**config.mk**
```make
export PLATFORM = sky130hd
export DESIGN_NAME = mem_wb_stage
export DESIGN_NICKNAME = d
export VERILOG_FILES = /design/src/rtl/mem_wb_stage.sv
export SDC_FILE = /design/constraint.sdc
export NUM_CORES = 1
export LEC_CHECK = 0
export ABC_AREA = 1
export BUFFER_PORTS_ARGS = -buffer_cell sky130_fd_sc_hd__buf_2
export CAP_MARGIN = 20
export CORE_UTILIZATION = 49
export DETAILED_ROUTE_END_ITERATION = 7
export PLACE_DENSITY = 0.79
export SLEW_MARGIN = 20
export SYNTH_ARGS = -nofsm -noshare
export SYNTH_HDL_FRONTEND = slang
export SYNTH_SLANG_ARGS = --single-unit
```
**constraint.sdc**
```tcl
create_clock -name clk -period 1.85 [get_ports clk]
set_clock_uncertainty 0.15 [all_clocks]
set_input_delay 0.185 -clock clk [delete_from_list [all_inputs] [get_ports clk]]
set_output_delay 0.185 -clock clk [all_outputs]
set_load 0.01 [all_outputs]
```
**src/rtl/mem_wb_stage.sv**
```systemverilog
// Memory-access stage and MEM/WB register of the 16-bit pipeline.
// Ports: EX/MEM bundle in, dmem req/ack port, stall out, MEM/WB bundle out.
module mem_wb_stage #(
  parameter int DATA_W  = 16,
  parameter int REG_AW  = 3,
  parameter int TIMEOUT = 15
) (
  input  logic              clk,
  input  logic              rst_n,
  input  logic              valid_in,
  input  logic              memread_in,
  input  logic              memwrite_in,
  input  logic              memtoreg_in,
  input  logic              regwrite_in,
  input  logic [REG_AW-1:0] write_reg_in,
  input  logic [DATA_W-1:0] alu_result_in,
  input  logic [DATA_W-1:0] store_data_in,
  input  logic              flush,
  output logic              stall,
  output logic              dmem_req,
  output logic              dmem_we,
  output logic [DATA_W-1:0] dmem_addr,
  output logic [DATA_W-1:0] dmem_wdata,
  input  logic              dmem_ack,
  input  logic [DATA_W-1:0] dmem_rdata,
  output logic              wb_valid,
  output logic              memtoreg,
  output logic [DATA_W-1:0] rd_data_mem,
  output logic [DATA_W-1:0] rd_data_alu,
  output logic              regwrite,
  output logic [REG_AW-1:0] write_reg,
  output logic              mem_err
);

  localparam logic [0:0] IDLE   = 1'b0;
  localparam logic [0:0] ACCESS = 1'b1;

  logic [0:0] state;
  logic [7:0] cnt;
  logic       p_rw;
  logic       p_rd;
  logic       killed;
  logic       mem_op;
  logic       accept;
  logic       tmo;
  logic       kill_now;

  assign mem_op   = memread_in | memwrite_in;
  assign accept   = valid_in & ~flush;
  assign tmo      = (cnt == 8'(TIMEOUT - 1));
  assign kill_now = killed | flush;

  // Upstream may advance on the edge that ends the access
  // (ack or abort), so stall drops in that final cycle.
  always_comb begin
    stall = 1'b0;
    if (rst_n) begin
      if (state == ACCESS)
        stall = ~(dmem_ack | tmo);
      else
        stall = accept & mem_op;
    end
  end

  always_ff @(posedge clk or negedge rst_n) begin
    if (!rst_n) begin
      state       <= IDLE;
      cnt         <= '0;
      p_rw        <= 1'b0;
      p_rd        <= 1'b0;
      killed      <= 1'b0;
      dmem_req    <= 1'b0;
      dmem_we     <= 1'b0;
      dmem_addr   <= '0;
      dmem_wdata  <= '0;
      wb_valid    <= 1'b0;
      memtoreg    <= 1'b0;
      rd_data_mem <= '0;
      rd_data_alu <= '0;
      regwrite    <= 1'b0;
      write_reg   <= '0;
      mem_err     <= 1'b0;
    end else begin
      mem_err <= 1'b0;
      unique case (state)
        IDLE: begin
          wb_valid <= 1'b0;
          regwrite <= 1'b0;
          if (accept) begin
            memtoreg    <= memtoreg_in;
            write_reg   <= write_reg_in;
            rd_data_alu <= alu_result_in;
            if (mem_op) begin
              dmem_req   <= 1'b1;
              dmem_we    <= memwrite_in;
              dmem_addr  <= alu_result_in;
              dmem_wdata <= store_data_in;
              p_rw       <= regwrite_in;
              p_rd       <= ~memwrite_in;
              killed     <= 1'b0;
              cnt        <= '0;
              state      <= ACCESS;
            end else begin
              wb_valid    <= 1'b1;
              regwrite    <= regwrite_in;
              rd_data_mem <= '0;
            end
          end
        end
        ACCESS: begin
          cnt <= cnt + 8'd1;
          if (flush)
            killed <= 1'b1;
          if (dmem_ack) begin
            dmem_req    <= 1'b0;
            cnt         <= '0;
            state       <= IDLE;
            wb_valid    <= ~kill_now;
            regwrite    <= p_rw & ~kill_now;
            rd_data_mem <= p_rd ? dmem_rdata : '0;
          end else if (tmo) begin
            dmem_req    <= 1'b0;
            cnt         <= '0;
            state       <= IDLE;
            mem_err     <= 1'b1;
            wb_valid    <= 1'b1;
            regwrite    <= 1'b0;
            rd_data_mem <= '0;
          end
        end
        default: state <= IDLE;
      endcase
    end
  end

endmodule

```
==> results.toml <==
[outcome]
status = "finished, final reports clean"

[layout]
final_net_count = 653
post-route-util_pct = 75.5
diodes = 0
drive_above_1_share_pct = 29.4
area_growth_pct = 47.2
design_area_sq_mm = 0.00516

[routing]
drc_errors = 0
dr.pass1.iters = 5
vias = 3334
wirelength_um = 9380
wl_per_cell_um = 13.6
viasPerCell = 4.82
drt_iter0_drc = 183
ant_nets = 0

[clock_tree]
clock_path_buffers = 2
cts_tree = "built"
clock-sinks = 85
clk_pin_slew_ns = 0.08
cts_root_buf = "clkbuf_8"
numCtsBuffers = 9
cts_max_level = 3
clk_latency_ns = 0.34

[grt]
grt_max_degree = 86
grt_pass1_vias = 3285
grt_pass1_wl_um = 15200
grt_overflow = 0
antenna_found_initial = 0
grt_usage_pct = 26.6

[power_and_ir_drop]
peakVddDrop_mv = 0.534
power.density_mw_per_mm2 = 994
p_leak_nw = 2.88

[synth]
synth_cell_types = 26
synth-edff-count = 0
synth.ff_latch_count = 85
synth_area_leaders = "dfrtp_1, nand2_1, o21ai_0, inv_1, nand3_1"
syn_area_sq_mm = 0.00350
ys.flop_type = "dfrtp_1"
synth_top_area_share_pct = 60.7
avgSynthCellArea_sq_um = 8.89
yosys-top-cells-count = "nand2_1, dfrtp_1, o21ai_0"
synth.most_common_cell = "nand2_1"
ys.warnings.count = 0
netlist_instances = 394
syn_nets = 456
yosysSeqAreaShare_pct = 60.7
async_flop_share_pct = 100
post-synth-top-area-cell = "dfrtp_1"

[setup_path]
path_max_fanout = 2
worst_ep_arrival_time_ns = 1.43
end_kind = "primary output"
startpoint_type = "flip-flop"
critical_path_class = "reg2out"
worst_ep_required_time_ns = 1.51
r2r_cells = 6

[die]
rows = 30
dieWidth_um = 86.5
die-area_sq_mm = 0.00749
ioPinCount = 134
initial_core_util_pct = 51.3
die_h_um = 86.5
core_sq_mm = 0.00683

[placed_design]
place.detailed.hpwl_um = 5220
io_buffer_count = 133
gp_congestion = 0.794
dpl-instance-area_sq_mm = 0.00428

[sta]
finalCritPeriodShare_pct = 95.5
slew_viol_final = 0
max_freq_ghz = 0.566
hold_viol_final = 0
period_needed_ns = 1.77
worstMarginPinSlew_ns = 0.605
slew_headroom_pct = 59.5
worst_hold_slack_ns = 0.0296
setup_viol = 0

[job]
maxCapViolations = 0

[hold_path]
timing.hold.worst_path_depth = 4
hp-class = "in2reg"
==> logic make-up (layout without fill, tap and decap cells) <==
logic type | count (synthesis) | count (layout) | synth area share [%]
compound gates | 57 | 57 | 8.61
xor+xnor | 1 | 1 | 0.250
fa+ha+maj | 2 | 2 | 0.714
buf+inv | 63 | 265 | 7.18
flops | 85 | 85 | 60.7
simple gates | 186 | 186 | 22.5
==> final cells by class <==
type | instances | area, sq um
clock inverter | 7 | 121
inverter | 50 | 190
fill | 479 | 1680
sequential | 85 | 2130
timing repair buffer | 199 | 1330
tap | 96 | 120
clock buffer | 9 | 124
multi-input combinational | 246 | 1140
==> metrics by stage <==
step           setup WS, ns  std cells  TNS, ns  power, mW
2_1_floorplan         0.327        394        0       2.89
3_3_place_gp          0.264        614        0       3.36
3_5_place_dp          0.214        614        0       3.40
4_1_cts              0.0232        688        0       5.09
5_1_grt             -0.0158        692  -0.0158       5.42
6_report             0.0827        692        0       5.13
==> metal layers <==
| metal | track usage [%] | wire length (um) | vias to the layer above | share of wire [%] |
|---|---|---|---|---|
| met5 | 0 | 0 | - | 0 |
| li1 | - | - | 1612 | - |
| met3 | 6.86 | 676 | 18 | 7.2 |
| met2 | 46.2 | 4770 | 146 | 51 |
| met1 | 31.3 | 3710 | 1558 | 40 |
| met4 | 11.4 | 224 | 0 | 2.4 |
==> cells in the final DEF (no fill, tap or decap), types with 2 or more instances in the layout <==
master	Yosys	layout
buf_12	0	2
buf_2	3	132
buf_4	1	9
bufinv_16	0	3
clkbuf_8	0	9
clkinv_4	0	2
dfrtp_1	85	84
dlygate4sd3_1	0	56
inv_1	47	46
inv_2	3	3
nand2_1	141	141
nand2_2	4	4
nand3_1	14	14
nand3_4	1	2
nand4_1	4	4
nor2_1	16	16
o21ai_0	50	50
o21ai_1	4	4
==> path summary, 6_finish.rpt <==
path                                       startpoint                    endpoint  slack, ns
max                                cnt[0]$_DFFE_PN0P_                       stall       0.08
min                                       memwrite_in            p_rd$_DFFE_PN0P_       0.03
max reg2reg                           state$_DFF_PN0_   dmem_addr[14]$_DFFE_PN0P_       0.18
min reg2reg                rd_data_mem[5]$_DFFE_PN0P_  rd_data_mem[5]$_DFFE_PN0P_       0.32
max in group asynchronous                       rst_n             state$_DFF_PN0_       0.88
min in group asynchronous                       rst_n    dmem_addr[6]$_DFFE_PN0P_       0.25
==> power by group <==
part	leakage, nW	internal, mW	switching [mW]
sequential	1.08	2.18	0.184
clock	0.124	0.904	0.678
combinational	1.67	0.519	0.662
==> critical path: stages, from the launching register on <==
cell and delay (ns):
dfrtp_1 0.40, inv_2 0.09, ha_4 0.15, nand3_4 0.08
o21bai_4 0.17, a21boi_1 0.07, buf_2 0.14
==> timing repair <==
action	4_1_cts	5_1_grt
buffers inserted	2	4
endpoints found under the hold margin	156	0
endpoints found under the setup margin	1	1
pin swaps	1	1
resized for setup	2	5
cloned	0	0
hold buffers	56	0
No activity file was read; power rests on OpenSTA's default activity.
